### src/rtl/sort4_pkg.sv
// sort4_pkg: shared encodings and sizes for the sequential four-element sorter.
`default_nettype none

package sort4_pkg;

    localparam int NUM_ELEM = 4;
    localparam int ELEM_W   = 4;
    localparam int DATA_W   = NUM_ELEM * ELEM_W;

    localparam logic [1:0] S_IDLE = 2'd0;
    localparam logic [1:0] S_CMP  = 2'd1;
    localparam logic [1:0] S_DONE = 2'd2;

    typedef enum logic [1:0] {
        ST_IDLE = S_IDLE,
        ST_CMP  = S_CMP,
        ST_DONE = S_DONE
    } state_t;

endpackage

`default_nettype wire

### src/rtl/cmpr4.sv
// cmpr4: combinational 4-bit unsigned magnitude comparator.
`default_nettype none

module cmpr4 (
    input  logic [3:0] a,
    input  logic [3:0] b,
    output logic       alessb,
    output logic       aequalb,
    output logic       agreaterb
);

    assign alessb    = (a < b);
    assign aequalb   = (a == b);
    assign agreaterb = (a > b);

endmodule

`default_nettype wire

### src/rtl/sort4_ctrl.sv
// sort4_ctrl: bubble-sorts four 4-bit elements, one shared-comparator compare per clock,
// with early exit when a pass makes no swap.
`default_nettype none

module sort4_ctrl
    import sort4_pkg::*;
#(
    parameter bit DESCEND = 1'b0
) (
    input  logic                 clk,
    input  logic                 rst,
    input  logic                 start,
    input  logic [DATA_W-1:0]    data_in,
    output logic                 busy,
    output logic                 done,
    output logic [DATA_W-1:0]    data_out,
    output logic [2:0]           swap_count
);

    state_t              state_q;
    logic [ELEM_W-1:0]   elem_q [NUM_ELEM];
    logic [ELEM_W-1:0]   elem_d [NUM_ELEM];
    logic [1:0]          pass_q;
    logic [1:0]          idx_q;
    logic                swapped_q;
    logic [2:0]          cnt_q;
    logic                busy_q;
    logic                done_q;
    logic [DATA_W-1:0]   data_out_q;
    logic [2:0]          swap_count_q;

    logic [ELEM_W-1:0]   cmp_a_d;
    logic [ELEM_W-1:0]   cmp_b_d;
    logic                lt_d;
    logic                eq_d;
    logic                gt_d;
    logic                swap_d;
    logic                swapped_d;
    logic [2:0]          cnt_d;
    logic                last_idx_d;
    logic [DATA_W-1:0]   packed_d;

    assign cmp_a_d = elem_q[idx_q];
    assign cmp_b_d = elem_q[idx_q + 2'd1];

    cmpr4 u_cmp (
        .a         (cmp_a_d),
        .b         (cmp_b_d),
        .alessb    (lt_d),
        .aequalb   (eq_d),
        .agreaterb (gt_d)
    );

    // Equal neighbours never exchange, which keeps the sort stable.
    assign swap_d     = !eq_d && (DESCEND ? lt_d : gt_d);
    assign swapped_d  = swapped_q | swap_d;
    assign cnt_d      = cnt_q + {2'b00, swap_d};
    assign last_idx_d = (idx_q == (2'd2 - pass_q));

    always_comb begin
        elem_d = elem_q;
        if (swap_d) begin
            elem_d[idx_q]        = cmp_b_d;
            elem_d[idx_q + 2'd1] = cmp_a_d;
        end
        packed_d = '0;
        for (int i = 0; i < NUM_ELEM; i++) begin
            packed_d[i*ELEM_W +: ELEM_W] = elem_d[i];
        end
    end

    always_ff @(posedge clk) begin
        if (rst) begin
            state_q      <= ST_IDLE;
            for (int i = 0; i < NUM_ELEM; i++) begin
                elem_q[i] <= '0;
            end
            pass_q       <= '0;
            idx_q        <= '0;
            swapped_q    <= 1'b0;
            cnt_q        <= '0;
            busy_q       <= 1'b0;
            done_q       <= 1'b0;
            data_out_q   <= '0;
            swap_count_q <= '0;
        end else begin
            case (state_q)
                ST_IDLE: begin
                    if (start) begin
                        for (int i = 0; i < NUM_ELEM; i++) begin
                            elem_q[i] <= data_in[i*ELEM_W +: ELEM_W];
                        end
                        pass_q    <= '0;
                        idx_q     <= '0;
                        swapped_q <= 1'b0;
                        cnt_q     <= '0;
                        busy_q    <= 1'b1;
                        state_q   <= ST_CMP;
                    end
                end
                ST_CMP: begin
                    elem_q <= elem_d;
                    cnt_q  <= cnt_d;
                    if (last_idx_d) begin
                        // A clean pass means the list is ordered; pass 2 is the final one anyway.
                        if (!swapped_d || (pass_q == 2'd2)) begin
                            state_q      <= ST_DONE;
                            done_q       <= 1'b1;
                            data_out_q   <= packed_d;
                            swap_count_q <= cnt_d;
                        end else begin
                            pass_q    <= pass_q + 2'd1;
                            idx_q     <= '0;
                            swapped_q <= 1'b0;
                        end
                    end else begin
                        idx_q     <= idx_q + 2'd1;
                        swapped_q <= swapped_d;
                    end
                end
                ST_DONE: begin
                    done_q  <= 1'b0;
                    busy_q  <= 1'b0;
                    state_q <= ST_IDLE;
                end
                default: begin
                    state_q <= ST_IDLE;
                end
            endcase
        end
    end

    assign busy       = busy_q;
    assign done       = done_q;
    assign data_out   = data_out_q;
    assign swap_count = swap_count_q;

endmodule

`default_nettype wire

### config.mk
export PLATFORM = sky130hd
export DESIGN_NAME = sort4_ctrl
export DESIGN_NICKNAME = d
export VERILOG_FILES = /design/src/rtl/sort4_pkg.sv /design/src/rtl/cmpr4.sv /design/src/rtl/sort4_ctrl.sv
export SDC_FILE = /design/constraint.sdc
export NUM_CORES = 1
export LEC_CHECK = 0
export ABC_AREA = 1
export CAP_MARGIN = 25
export CORE_UTILIZATION = 45
export DETAILED_ROUTE_END_ITERATION = 10
export MAX_ROUTING_LAYER = met4
export PLACE_DENSITY = 0.66
export SETUP_SLACK_MARGIN = 0.05
export SKIP_CTS_REPAIR_TIMING = 1
export SYNTH_ARGS = -nofsm -noshare
export SYNTH_HDL_FRONTEND = slang
export SYNTH_SLANG_ARGS = --single-unit
### constraint.sdc
create_clock -name clk -period 2.8 [get_ports clk]
set_input_delay 0.42 -clock clk [delete_from_list [all_inputs] [get_ports clk]]
set_output_delay 0.42 -clock clk [all_outputs]
set_load 0.02 [all_outputs]
== After elaboration in Yosys (flattened, before gate mapping) ==
Cells that the tools add are included.

* Register bits: 47
* Bits of input ports: 19
* Output and inout port bits: 21
* Word-level logic and storage cells: 89

* Eq/ne operators: 10
* Order comparisons: 5
* Muxes and demuxes: 37
* $add $sub $neg: 4
* Bitwise gates (word level): 3
* Reductions and logical operators: 17

{| class="wikitable"
|+ Operators with widths
! kind !! number
|-
| 16-bit bitwise mux || 2
|-
| 16-bit 2-to-1 mux || 2
|-
| 16-bit case mux with 2 select lines || 1
|-
| 4-bit 2-to-1 mux || 6
|-
| 4-bit binary-select mux with 2-bit select || 2
|-
| 4-bit demux with 2-bit select || 2
|-
| 2-bit 2-to-1 mux || 8
|-
| 2-bit case mux with 2 select lines || 3
|-
| 3-bit AND reduction || 4
|-
| 2-bit inequality test, second input constant || 4
|-
| 3-bit >= comparator, second input constant || 2
|-
| 3-bit by 1-bit less-than comparator with 1-bit output, second input constant || 2
|-
| 1-bit 2-to-1 mux || 6
|-
| 2-bit inverter with 3-bit output || 2
|-
| 1-bit case mux with 2 select lines || 3
|-
| 3-bit case mux with 2 select lines || 1
|-
| 2-bit nonzero test || 3
|-
| 2-bit by 1-bit adder with 2-bit output, second input constant || 2
|-
| 2-bit == test, second input constant || 2
|-
| 4-bit == test || 1
|-
| 4-bit greater-than comparator || 1
|-
| 2-bit AND reduction || 2
|-
| 4-bit AND reduction || 1
|-
| 3-bit by 1-bit adder with 3-bit output || 1
|-
| 10 further kinds || 13
|}

== Depth between registers and ports, before layout ==
* Word-level depth: 14
* Depth in mapped cells: 22
* Depth with buffers taken out: 19

== Hierarchy ==
A second synthesis with hierarchy kept.

* Cell total of the unflattened synthesis: 493
* Area total of the unflattened synthesis: 3050.4 um^2

{| class="wikitable"
|+ By module, submodules not included
! module !! seq. area each (um^2) !! area an instance (um^2) !! cells each !! instances
|-
| sort4_ctrl || 940.9 || 2935.3 || 473 || 1
|-
| cmpr4 || 0.0 || 115.1 || 20 || 1
|}

== Worst setup path after synthesis ==
No wires, ideal clock.

* Path kind: register to register
* Start: register idx_q[0]
* End: register swap_count_q[2] (netlist: swap_count[2])
* Cell stages (with the launch flop): 21
* Slack: -0.298 ns
* Data required time: 2.730 ns
* Library setup time: 0.070 ns
* Data arrival time: 3.027 ns
* Clock period less this slack: 3.098 ns
* Buffers on the path: 3
* Path through: dfxtp_1 > buf_6 > inv_2 > buf_6 > ha_1 > inv_1 > nand3_1 > nand2_1 > ha_1 > nand2_1 > inv_1 > nand2_1 > nand2_1 > nand2_1 > inv_1 > buf_2 > ha_1 > ha_1 > xor2_1 > nand4_1 > a21oi_1

* Longest elaborated chain between the ends: 12
* Elaborated cells on any way between the ends: 19
* Classes of those cells: add/sub: 2; order compare: 1; eq/ne: 2; mux: 6; bitwise: 3; reduce/logical: 5

{| class="wikitable"
|+ Ends and longest elaborated chain
! element !! line !! RTL
|-
| from (decl) || sort4_ctrl.sv:24 || <nowiki>logic [1:0] idx_q;</nowiki>
|-
| from (signal assigned) || sort4_ctrl.sv:117 || <nowiki>idx_q <= idx_q + 2'd1;</nowiki>
|-
| parallel branches: the longest is 12 deep, another holds 4-bit greater-than comparator || n/a ||
|-
| to (signal assigned) || sort4_ctrl.sv:110 || <nowiki>swap_count_q <= cnt_d;</nowiki>
|-
| to (decl) || sort4_ctrl.sv:30 || <nowiki>logic [2:0] swap_count_q;</nowiki>
|}

Several ways; the timed one is not identified. The select of a mux whose other input is x is not followed.
A chain may end at the register's enable or synchronous reset.

== Final worst setup path ==
Ends and elaborated chain as after synthesis.

==> summary.md <==
| Metric | Value |
|---|---|
| CTS Root Buffer Type | `clkbuf_8` |
| Clock tree from TritonCTS | `done` |
| Startpoint types | `register` |
| Yosys synthesis warning count | `0` |
| Num rows | `29` |
| Syn Nets | `510` |
| Commonest non-fill, non-tap cell in the layout | `nand2_1` |
| RSZ-0062 raised after global routing | `false` |
| Global-route wire length before repair | `15000 µm` |
| Seq/Total Area, Yosys | `around a third` |
| Total Wirelength | `9060 µm` |
| Yosys top cell area share | `about a third` |
| Most frequent cells in the layout | `150 x nand2_1, 54 x a21oi_1, 46 x inv_1, 46 x dfxtp_1, 41 x nand3_1` |
| Hold crit path type | `register to register` |
| #FFs+latches synth | `47` |
| Endpoints failing setup | `0` |
| Post-DR wirelength/cell | `15.2 µm` |
| Crit path arrival time | `2.76 ns` |
| Critical path class | `register to register` |
| Transition time at the pin with the least slew margin | `about 0.66 ns` |
| WP data required | `roughly 3 ns` |
| Mapped cell area | `2990 µm²` |
| DRC | `0` |
| CP endpoint kind | `register` |
| TritonRoute pass-1 iters | `5` |
| Initial DRC Count | `~190` |
| Post-DP HPWL | `~6700 µm` |
| Outcome | `finished clean` |
| Clock skew | `between 0.002 and 0.003 ns` |
| Synth cell types | `26` |
| Vias in the first global route | `roughly 3000` |
| CTS buffer count | `5` |
| Vias per cell | `between 5 and 6` |
| Final critical-path required period | `between 2 and 3 ns` |
| Post-route ant nets | `0` |
| Clock buffer depth | `2` |
| Fin Setup TNS | `0 ns` |
| Layout cells sized above 1 | `9.62%` |
| Largest area contributor in the netlist | `dfxtp_1` |
| Final Cycle Share | `roughly nine tenths` |
| GR Overflow Total | `0` |
| Syn Inst Count | `between 400 and 500` |
| Final nets | `about 550` |
| Port Buf Inserts | `39` |
| Syn avg cell area | `6.29 µm²` |
| Largest net degree at the start of global routing | `34` |
| CP Max Fanout | `11` |
| Area grow syn2layout | `23.3%` |
| Vias | `3172` |
| Top post-synthesis cells by area | `dfxtp_1 31%, nand2_1 19%, a21oi_1 9.0%, nand3_1 7.2%, o21ai_0 6.4%` |
| Endpoints failing hold | `0` |
| Post-route cell area | `3690 µm²` |
| Die Area | `between 6000 and 7000 µm²` |
| Max-slew violations | `0` |
| H-tree depth | `2` |
| Initial Utilization | `between 40% and 50%` |
| Gp weighted congestion | `0.923` |
| Gr usage total | `27.2%` |
| Number of antenna diodes | `0` |
| Relative slew slack | `55.7%` |
| Clk_lat worst skew | `~0.30 ns` |
| Max Cap Violations | `0` |
| Clock sinks | `between 40 and 50` |
| Die width | `83.6 µm` |
| Placed Area | `between 3000 and 4000 µm²` |
| I/O pin count | `40` |
| Reg clk slew, reported paths | `~0.08 ns` |
| Antenna violations before repair | `0` |
| Core area | `~6400 µm²` |
| Die Ht | `83.6 µm` |
| Max Freq | `0.396 GHz` |
==> flip-flops by register name, indices dropped and copies added, names as in the netlist <==
| register | flops |
|---|---|
| busy | 1 |
| cnt_q | 3 |
| data_out | 16 |
| done | 1 |
| elem_q | 16 |
| idx_q | 2 |
| pass_q | 2 |
| state_q | 2 |
| swap_count | 3 |
| swapped_q | 1 |
==> Yosys cell counts (all sizes together) <==
cell and n:
clkbuf 11, o21ai 43, nor3 2, nor2 27, a21o 3, o211ai 1, xnor2 2, nand4 6
inv 52, dfxtp 47, nand2 156, o21bai 2, buf 9, ha 15, nand3 44, or2 1
xor2 1, a21oi 54
==> per-layer routing <==
layer | routed length, µm | vias up | share of wire, % | global-route usage [%]
met1 | 4140 | 1433 | 46 | 35.0
li1 | - | 1627 | - | -
met3 | 463 | 14 | 5.1 | 3.26
met5 | 0 | - | 0 | -
met4 | 148 | 0 | 1.6 | 7.24
met2 | 4320 | 98 | 48 | 45.3
==> worst paths after layout <==
path	start	end	slack (ns)	depth (start not counted)
worst max-delay path	idx_q[0]$_SDFFE_PP0P_	swap_count[2]$_SDFFE_PP0P_	0.28	17
worst max register to register	idx_q[0]$_SDFFE_PP0P_	swap_count[2]$_SDFFE_PP0P_	0.28	17
worst min-delay path	busy$_SDFFE_PP0P_	busy$_SDFFE_PP0P_	0.47	2
worst min register to register	busy$_SDFFE_PP0P_	busy$_SDFFE_PP0P_	0.47	2
==> area by class of cell <==
| class | instances | area (µm²) |
|---|---|---|
| Clock buffer | 6 | 82.6 |
| Clock inverter | 1 | 5.00 |
| Fill cell | 664 | 2700 |
| Inverter | 52 | 198 |
| Multi-Input combinational cell | 357 | 1820 |
| Sequential cell | 47 | 942 |
| Tap cell | 77 | 96.3 |
| Timing Repair Buffer | 57 | 551 |
==> critical path, stage by stage (launching register included) <==
cell	delay, ns
dfxtp_2	0.34
inv_4	0.12
ha_4	0.24
inv_2	0.10
nand3_1	0.09
nand2_2	0.18
ha_4	0.23
nand2_1	0.06
nand2_1	0.04
nand2_1	0.05
nand2_1	0.05
nand2_2	0.11
inv_2	0.06
ha_1	0.18
ha_1	0.18
xor2_1	0.19
nand4_1	0.12
a21oi_1	0.12
==> cell families after synthesis <==
group           share of synthesized area [%]
compound gates                           17.7
xor+xnor                                 1.13
buf+inv                                  10.3
flops                                    31.4
simple gates                             33.1
fa+ha+maj                                6.27
==> stage by stage <==
step / worst slack [ns] / std cells / hold slack (ns) / utilization (%)
6_report: 0.276 / 597 / 0.465 / 57.8
5_1_grt: 0.0575 / 597 / 0.489 / 57.8
4_1_cts: 0.239 / 597 / 0.471 / 57.5
3_5_place_dp: 0.279 / 590 / 0.455 / 56.1
3_3_place_gp: 0.316 / 590 / 0.452 / 56.1
2_1_floorplan: 0.0578 / 476 / 0.437 / -
Power is not shown: default switching activity piles up to over one toggle a cycle in this logic, so the estimate is an artifact.
